`src/rtl/cordic_angle_seq_if.sv`:
```
// Step stream between the CORDIC angle sequencer and the iterative datapath.
// master = sequencer (drives the step), slave = consumer.
interface cordic_angle_seq_if #(
    parameter int WIDTH   = 17,
    parameter int SHIFT_W = 5
);
    logic                      start;
    logic [1:0]                mode;
    logic                      busy;
    logic                      step_valid;
    logic                      step_ready;
    logic [SHIFT_W-1:0]        step_shift;
    logic signed [WIDTH-1:0]   step_angle;
    logic                      step_last;
    logic [5:0]                step_count;

    modport master (
        input  start, mode, step_ready,
        output busy, step_valid, step_shift, step_angle, step_last, step_count
    );

    modport slave (
        output start, mode, step_ready,
        input  busy, step_valid, step_shift, step_angle, step_last, step_count
    );
endinterface

```
`src/rtl/cordic_angle_seq.sv`:
```
// Sequential CORDIC micro-rotation schedule generator: emits (k, angle) per handshake
// for circular / hyperbolic / linear modes, inserting the hyperbolic repeats.
module cordic_angle_seq #(
    parameter int WIDTH   = 17,
    parameter int FRAC    = 13,
    parameter int ITERS   = 16,
    parameter int SHIFT_W = 5
) (
    input  logic clk,
    input  logic rst_n,
    cordic_angle_seq_if.master bus
);
    localparam int NK   = 1 << SHIFT_W;
    localparam int KMAX = NK - 1;

    // Angle constants from 124-bit fixed-point Taylor series, then floored to FRAC bits.
    // The circular k=0 entry uses floor(pi/4 * 2^32), so FRAC must not exceed 32.
    function automatic logic [WIDTH-1:0] angle_const(input int m, input int k);
        logic [127:0] acc;
        logic [127:0] term;
        logic [127:0] v;
        logic [127:0] lim;
        acc = '0;
        v   = '0;
        lim = (128'd1 << (WIDTH - 1)) - 128'd1;
        if (k > FRAC || m == 3 || (m == 1 && k == 0)) begin
            v = '0;
        end else if (m == 2) begin
            v = 128'd1 << (FRAC - k);
        end else if (m == 0 && k == 0) begin
            v = 128'd3373259426 >> (32 - FRAC);
        end else begin
            for (int n = 0; n < 64; n++) begin
                if (k * (2 * n + 1) < 124) begin
                    term = (128'd1 << (124 - k * (2 * n + 1))) / 128'(2 * n + 1);
                    if (m == 0 && n[0]) acc = acc - term;
                    else                acc = acc + term;
                end
            end
            v = acc >> (124 - FRAC);
        end
        if (v > lim) v = '0;
        return v[WIDTH-1:0];
    endfunction

    logic signed [WIDTH-1:0] w_tbl [4][NK];
    for (genvar gm = 0; gm < 4; gm++) begin : g_mode
        for (genvar gk = 0; gk < NK; gk++) begin : g_k
            localparam logic [WIDTH-1:0] C = angle_const(gm, gk);
            assign w_tbl[gm][gk] = C;
        end
    end

    typedef enum logic {S_IDLE, S_EMIT} state_t;

    state_t                  r_state;
    logic [1:0]              r_mode;
    logic [6:0]              r_k;
    logic [8:0]              r_rep;
    logic                    r_dup;
    logic [5:0]              r_cnt;
    logic                    r_valid;
    logic                    r_busy;
    logic [SHIFT_W-1:0]      r_shift;
    logic signed [WIDTH-1:0] r_angle;
    logic                    r_last;

    logic                    w_start;
    logic [1:0]              w_mode;
    logic [6:0]              w_k;
    logic [8:0]              w_rep;
    logic                    w_dup;
    logic [5:0]              w_cnt;
    logic [SHIFT_W-1:0]      w_shift;
    logic signed [WIDTH-1:0] w_angle;
    logic                    w_last;

    assign w_start = (r_state == S_IDLE) && bus.start && (bus.mode != 2'b11);

    // Next-step candidate: either the first step of a new run or the step after the current one.
    always_comb begin
        w_mode = r_mode;
        w_k    = r_k;
        w_rep  = r_rep;
        w_dup  = r_dup;
        w_cnt  = r_cnt;
        if (w_start) begin
            w_mode = bus.mode;
            w_k    = (bus.mode == 2'b01) ? 7'd1 : 7'd0;
            w_rep  = 9'd4;
            w_dup  = 1'b0;
            w_cnt  = 6'd0;
        end else if (r_mode == 2'b01 && 9'(r_k) == r_rep && !r_dup) begin
            w_dup = 1'b1;
            w_cnt = r_cnt + 6'd1;
        end else begin
            w_k   = r_k + 7'd1;
            w_cnt = r_cnt + 6'd1;
            if (r_dup) begin
                w_dup = 1'b0;
                w_rep = r_rep + (r_rep << 1) + 9'd1;
            end
        end
        w_shift = (w_k > 7'(KMAX)) ? SHIFT_W'(KMAX) : w_k[SHIFT_W-1:0];
        w_angle = w_tbl[w_mode][w_shift];
        w_last  = (w_cnt == 6'(ITERS - 1));
    end

    always_ff @(posedge clk) begin
        if (!rst_n) begin
            r_state <= S_IDLE;
            r_mode  <= 2'b00;
            r_k     <= '0;
            r_rep   <= '0;
            r_dup   <= 1'b0;
            r_cnt   <= '0;
            r_valid <= 1'b0;
            r_busy  <= 1'b0;
            r_shift <= '0;
            r_angle <= '0;
            r_last  <= 1'b0;
        end else begin
            case (r_state)
                S_IDLE: begin
                    if (w_start) begin
                        r_state <= S_EMIT;
                        r_valid <= 1'b1;
                        r_busy  <= 1'b1;
                        r_mode  <= w_mode;
                        r_k     <= w_k;
                        r_rep   <= w_rep;
                        r_dup   <= w_dup;
                        r_cnt   <= w_cnt;
                        r_shift <= w_shift;
                        r_angle <= w_angle;
                        r_last  <= w_last;
                    end
                end
                S_EMIT: begin
                    if (bus.step_ready) begin
                        if (r_last) begin
                            r_state <= S_IDLE;
                            r_valid <= 1'b0;
                            r_busy  <= 1'b0;
                            r_last  <= 1'b0;
                        end else begin
                            r_k     <= w_k;
                            r_rep   <= w_rep;
                            r_dup   <= w_dup;
                            r_cnt   <= w_cnt;
                            r_shift <= w_shift;
                            r_angle <= w_angle;
                            r_last  <= w_last;
                        end
                    end
                end
            endcase
        end
    end

    assign bus.busy       = r_busy;
    assign bus.step_valid = r_valid;
    assign bus.step_shift = r_shift;
    assign bus.step_angle = r_angle;
    assign bus.step_last  = r_last;
    assign bus.step_count = r_cnt;
endmodule

```
`src/flat_wrapper.sv`:
```
// flat-port wrapper written by rule: the top's interface ports become plain ports
module cordic_angle_seq_flat 
#(
    parameter int WIDTH   = 17,
    parameter int FRAC    = 13,
    parameter int ITERS   = 16,
    parameter int SHIFT_W = 5
)
  (clk, rst_n, bus_start, bus_mode, bus_step_ready, bus_busy, bus_step_valid, bus_step_shift, bus_step_angle, bus_step_last, bus_step_count);
  cordic_angle_seq_if #(.WIDTH(WIDTH), .SHIFT_W(SHIFT_W)) bus_i ();
  input  logic clk;
  input  logic rst_n;
  input wire logic [$bits(bus_i.start)-1:0] bus_start;
  input wire logic [$bits(bus_i.mode)-1:0] bus_mode;
  input wire logic [$bits(bus_i.step_ready)-1:0] bus_step_ready;
  output wire logic [$bits(bus_i.busy)-1:0] bus_busy;
  output wire logic [$bits(bus_i.step_valid)-1:0] bus_step_valid;
  output wire logic [$bits(bus_i.step_shift)-1:0] bus_step_shift;
  output wire logic [$bits(bus_i.step_angle)-1:0] bus_step_angle;
  output wire logic [$bits(bus_i.step_last)-1:0] bus_step_last;
  output wire logic [$bits(bus_i.step_count)-1:0] bus_step_count;
  assign bus_i.start = bus_start;
  assign bus_i.mode = bus_mode;
  assign bus_i.step_ready = bus_step_ready;
  assign bus_busy = bus_i.busy;
  assign bus_step_valid = bus_i.step_valid;
  assign bus_step_shift = bus_i.step_shift;
  assign bus_step_angle = bus_i.step_angle;
  assign bus_step_last = bus_i.step_last;
  assign bus_step_count = bus_i.step_count;
  cordic_angle_seq #(.WIDTH(WIDTH), .FRAC(FRAC), .ITERS(ITERS), .SHIFT_W(SHIFT_W)) u_core (.clk(clk), .rst_n(rst_n), .bus(bus_i));
endmodule
```
`config.mk`:
```
export PLATFORM = sky130hd
export DESIGN_NAME = cordic_angle_seq_flat
export DESIGN_NICKNAME = d
export VERILOG_FILES = /design/src/rtl/cordic_angle_seq_if.sv /design/src/rtl/cordic_angle_seq.sv /design/src/flat_wrapper.sv
export SDC_FILE = /design/constraint.sdc
export NUM_CORES = 1
export LEC_CHECK = 0
export CAP_MARGIN = 25
export CORE_ASPECT_RATIO = 0.5
export CORE_MARGIN = 3
export CORE_UTILIZATION = 25
export DETAILED_ROUTE_END_ITERATION = 6
export DONT_BUFFER_PORTS = 1
export GPL_TIMING_DRIVEN = 0
export PLACE_DENSITY = 0.37
export SYNTH_ARGS = -nofsm -noshare
export SYNTH_HDL_FRONTEND = slang
export SYNTH_SLANG_ARGS = --single-unit
```
`constraint.sdc`:
```
create_clock -name clk -period 8.1 [get_ports clk]
set_clock_uncertainty 0.15 [all_clocks]
set_input_delay 1.62 -clock clk [delete_from_list [all_inputs] [get_ports clk]]
set_output_delay 1.62 -clock clk [all_outputs]
set_load 0.02 [all_outputs]
```
* Yosys cells after proc, flatten, opt, wreduce, memory -nomap -nowiden
Cells that the tools add are included. W data, S select, Z words.
Storage, ports and cells: bits of input ports 6, bits in registers 50
Operators by class: multiplexer cells 53, add/sub/neg operators 4, equal/unequal tests 9, reductions and logical operators 9, order comparisons 3, bitwise operators 3
Operators with widths (count):
- $bmux W544 S2 | 1
- $mux W544 | 2
- $bmux W17 S5 | 1
- $mux W17 | 5
- $mux W9 | 6
- $mux W7 | 5
- $pmux W17 S2 | 1
- $mux W6 | 4
- $mux W5 | 4
- $pmux W9 S2 | 1
- $mux W1 | 15
- $pmux W7 S2 | 1
- $pmux W6 S2 | 1
- $pmux W5 S2 | 1
- $add A9 B1 Y9 const B | 1
- $add A9 B9 Y9 | 1
- $eq A7 B9 Y1 | 1
- $ne A2 B2 Y1 const B | 4
- $pmux W1 S2 | 4
- $add A7 B1 Y7 const B | 1
- $gt A7 B5 Y1 const B | 1
- $add A6 B1 Y6 const B | 1
- $eq A6 B4 Y1 const B | 1
- $ge A6 B6 Y1 const B | 1
- other kinds (11) | 17

* Logic depth before layout (Yosys ltp)
Gate-level depths: netlist (run 1).
depth after elaboration 14, gate-level depth with buffers 11, depth with buffers taken out 10

* Worst setup path after synthesis (run 1)
Ideal clock, no wire load.
kind in2reg, start point input bus_start, end point register u_core.r_angle[4], in the netlist u_core.bus.step_angle[4], path buffers 1, stages 8, data arrival time 3.251 ns, path slack 4.579 ns, setup time 0.120 ns, required time 7.830 ns, cells stage by stage nand2b_1 or2_2 o21ai_0 ha_1 clkbuf_1 mux2_2 and3_1 o31a_1
Between the ends: word-level cells in the longest chain between the ends 13
RTL lines:
- from (decl) | line flat_wrapper.sv:13 | input wire logic [$bits(bus_i.start)-1:0] bus_start;
- $logic_and A1 B1 Y1 * (2 in a row) | line cordic_angle_seq.sv:78 | assign w_start = (r_state == S_IDLE) && bus.start && (bus.mode != 2'b11);
- parallel branches: the longest is 11 deep, another holds $gt A7 B5 Y1
- to (signal assigned) | line cordic_angle_seq.sv:135 | r_angle <= w_angle;
- to (signal assigned) | line cordic_angle_seq.sv:152 | r_angle <= w_angle;
- to (decl) | line cordic_angle_seq.sv:65 | logic signed [WIDTH-1:0] r_angle;
Mark *: on every way between the ends. The select of a mux whose other input is x is not followed. A chain may end at the register's enable or synchronous reset.

* Worst setup path after layout (run 1)
start point input bus_step_ready, end point register u_core.r_angle[9], in the netlist u_core.bus.step_angle[9]
Between the ends: word-level cells in the longest chain between the ends 2
RTL lines:
- from (decl) | line flat_wrapper.sv:15 | input wire logic [$bits(bus_i.step_ready)-1:0] bus_step_ready;
- $ne A2 B2 Y1 (no line)
- $reduce_and A3 Y1 (no line)
No other way between the ends.

==> metrics.yaml, run 1 <==
peakVddDrop_mv: 0.0775
drt-total-wl_mm: 9.01
max_stage_delay_ps: 500
grt_most_used_layer: "met2"
slew_headroom_pct: 35.2
layout.nets: 413
die_x_um: 164
netlist_top_cells_count: "dfxtp_1 (47), nand2_1 (36), nor2_1 (33), nand3_1 (21), o21ai_0 (21)"
htreeDepth: 2
netlist_instances: 384
fin_crit_sh_pct: 48.7
yosysMostFrequentCell: "dfxtp_1"
tns_ps: 0
yosysSeqAreaShare_pct: 30.2
worstPathArrival_ps: 4010
async_reset_ff_share_pct: 0
cts_setup_buffers: 0
drcViolationCount: 0
worst_pin_slew_ps: 972
synth_top_area_share_pct: 30.2
ys_types: 73
synth_area_leaders: "dfxtp_1 (30%), ha_1 (5.2%), nand2_1 (4.3%)"
crit_family: "compound AO/OA/AOI/OAI gates"
ys.flop_type: "dfxtp_1"
met3_usage_pct: 3.95
start_util_pct: 26.0
postRouteAntennaNets: 0
status: "completed"
cpMaxStageDelayCell: "or3_1"
max_cap_viol_count: 0
cts_buffer_depth: 2
cts-buffers-inserted: 5
postCtsHoldBufs: 0
grt_pass1_wl_mm: 14.6
ioPinCount: 37
min_period_ps: 3940
rows: 28
fillers: 1311
hold_class: "reg2reg"
met2_usage_pct: 21.2
utilization_pct: 29.0
clock_sinks: 47
seq_area_um2: 941
path_buf_inv: 0
clkTransAtPathRegs_ps: 70
crit_start: "bus_step_ready"
postCtsResizedCells: 0
dr.pass1.iters: 4
hold_viol_final: 0
area_delta_synth_final_pct: 11.5
p_leak_nw: 1.26
layout-drive-gt1-share_pct: 9.67
ys_ff_latch: 47
antenna_found_initial: 0
max_freq_mhz: 254
die_area_mm2: 0.0139
grtUsageMet1_pct: 18.0
grt_overflow_total: 0
r2r_start: "u_core.bus.step_last$_SDFFE_PN0P_"
pwr_density_cell_mw_per_mm2: 175
track_usage_pct: 13.2
start_kind: "input port"
worstHoldStart: "u_core.r_dup$_SDFFE_PN0P_"
cts_tree: "built"
antenna_cells: 0
ys_warn_count: 0
vias: 2725
coreArea_mm2: 0.0120
via_per_inst: 4.88
path_max_fanout: 9
setup_viol: 0
grt_max_degree: 14
die_h_um: 85.0
final_max_slew_viol_count: 0
critPathRequiredTime_ps: 8170
drtIter0Drc: 111
io_buffers: 0
place_congestion: 0.775
path_cells: "nand3b_1 > or3_1 > o41ai_1 > a21oi_1 > a21oi_2 > o21ai_1 > a221o_1 > a21boi_1"
p_total_w: 0.000609
rsz0062_at_grt: "false"
grt_pass1_vias: 2682
wire_per_inst_um: 16.1
synth_area_mm2: 0.00312
avgSynthCellArea_um2: 8.12
multi_input_area_mm2: 0.00201
yosysTopAreaCell: "dfxtp_1"
clk_latency_ps: 290
dp_hpwl_mm: 6.94
synth_edf_count: 0
worstSetupEndpointType: "register"
clockRootBuffer: "clkbuf_16"
critical_path_class: "in2reg"
[cell families (layout without fill, tap and decap cells)]
family	after synthesis	count (layout)	synth area share (%)
fa+ha+maj	14	14	5.86
flops	47	47	30.2
other cells	1	3	0.120
mux	9	9	3.01
simple gates	153	153	25.2
xor+xnor	27	27	7.58
compound gates	93	93	22.3
buf+inv	40	47	5.78
[worst paths after layout]
path	endpoint	slack [ps]	cells after the start
setup / recovery	u_core.bus.step_angle[9]$_SDFFE_PN0P_	4160	8
hold / removal	u_core.r_dup$_SDFFE_PN0P_	340	2
setup reg to reg	u_core.bus.step_angle[9]$_SDFFE_PN0P_	4920	8
hold reg to reg	u_core.r_dup$_SDFFE_PN0P_	340	2
[worst min-delay path: cells and delay by family, from the launching register on]
kind | cells | cell delay (ps)
AO/OA/AOI/OAI | 1 | 70
flip-flops | 1 | 320
AND/OR/NAND/NOR | 1 | 50
[metrics by stage]
stage               hold slack [ps]  setup slack (ps)  instances  instance area [um^2]
floorplan                       307              4580        386                  3130
global placement                330              3830        551                  3330
detailed placement              330              3820        551                  3330
CTS                             340              4120        558                  3480
global route                    361              4000        558                  3480
finish                          341              4160        558                  3480
[power by group]
group	total (W)	internal (W)	leakage, nW	switching, W
clock	0.000212	0.000121	0.0727	0.0000916
combinational	0.000131	0.0000482	0.802	0.0000831
sequential	0.000265	0.000244	0.382	0.0000216
[placed cells by master, fill, tap and decap left out, types with 3 or more instances in the layout]
master | netlist | final
dfxtp_1 | 47 | 47
nand2_1 | 36 | 36
nor2_1 | 33 | 33
o21ai_0 | 21 | 21
nand3_1 | 21 | 21
inv_1 | 15 | 15
xnor2_1 | 14 | 14
and2_1 | 14 | 14
xor2_1 | 13 | 13
ha_1 | 13 | 13
a21oi_1 | 12 | 12
clkbuf_1 | 11 | 11
nor3_1 | 7 | 7
nor2b_1 | 7 | 7
and3_1 | 7 | 7
buf_2 | 6 | 6
mux2i_1 | 6 | 6
a21boi_1 | 6 | 6
clkbuf_16 | 0 | 5
nand2b_1 | 4 | 4
nand3b_1 | 4 | 4
a22oi_1 | 4 | 4
nand4_1 | 4 | 4
buf_4 | 4 | 4
or3_1 | 3 | 3
o21a_1 | 3 | 3
a21o_1 | 3 | 3
buf_1 | 3 | 3
mux2_2 | 3 | 3
a31oi_1 | 3 | 3
a21boi_0 | 3 | 3
o21ai_1 | 3 | 3
conb_1 | 1 | 3
[flip-flops by register name (all words and copies together) (netlist names)]
| signal | flops |
|---|---|
| u_core.bus.step_angle | 14 |
| u_core.r_rep | 9 |
| u_core.r_mode | 2 |
| u_core.bus.step_count | 6 |
| u_core.bus.step_valid | 1 |
| u_core.bus.step_last | 1 |
| u_core.r_state | 1 |
| u_core.bus.step_shift | 5 |
| u_core.r_dup | 1 |
| u_core.r_k | 7 |
[metal layers]
layer / share of wire (%) / vias to the layer above / wire length, um
met2: 44 / 58 / 3960
met4: 0.52 / 0 / 47
met1: 49 / 1286 / 4420
li1: - / 1375 / -
met5: 0 / - / 0
met3: 6.4 / 6 / 580
[area by class of cell]
cell class              instances  area share, %
clock inverters                 1          0.144
flip-flops and latches         47           27.1
clock buffers                   6           3.99
plain buffers                  25           3.56
multi-input cells             299           57.7
inverters                      15           1.62
well taps                     165           5.94
No activity file was read; power rests on OpenSTA's default activity.
==> run 2: changes to the inputs <==
==> constraint.sdc (replaced) <==
create_clock -name clk -period 4.1 [get_ports clk]
set_clock_uncertainty 0.15 [all_clocks]
set_input_delay 0.82 -clock clk [delete_from_list [all_inputs] [get_ports clk]]
set_output_delay 0.82 -clock clk [all_outputs]
set_load 0.02 [all_outputs]
==> results of run 2 <==
The final DEF is identical to that of run 1. Status: completed.
Main changes from that run: setup slack after placement 3820 ps -> 623 ps; setup slack after layout 4160 ps -> 918 ps; start point of the critical path bus_step_ready -> u_core.bus.step_last$_SDFFE_PN0P_; register-to-register setup slack 4920 ps -> 920 ps; total power 0.000609 W -> 0.00120 W; worst IR drop on VDD 0.0775 mV -> 0.153 mV
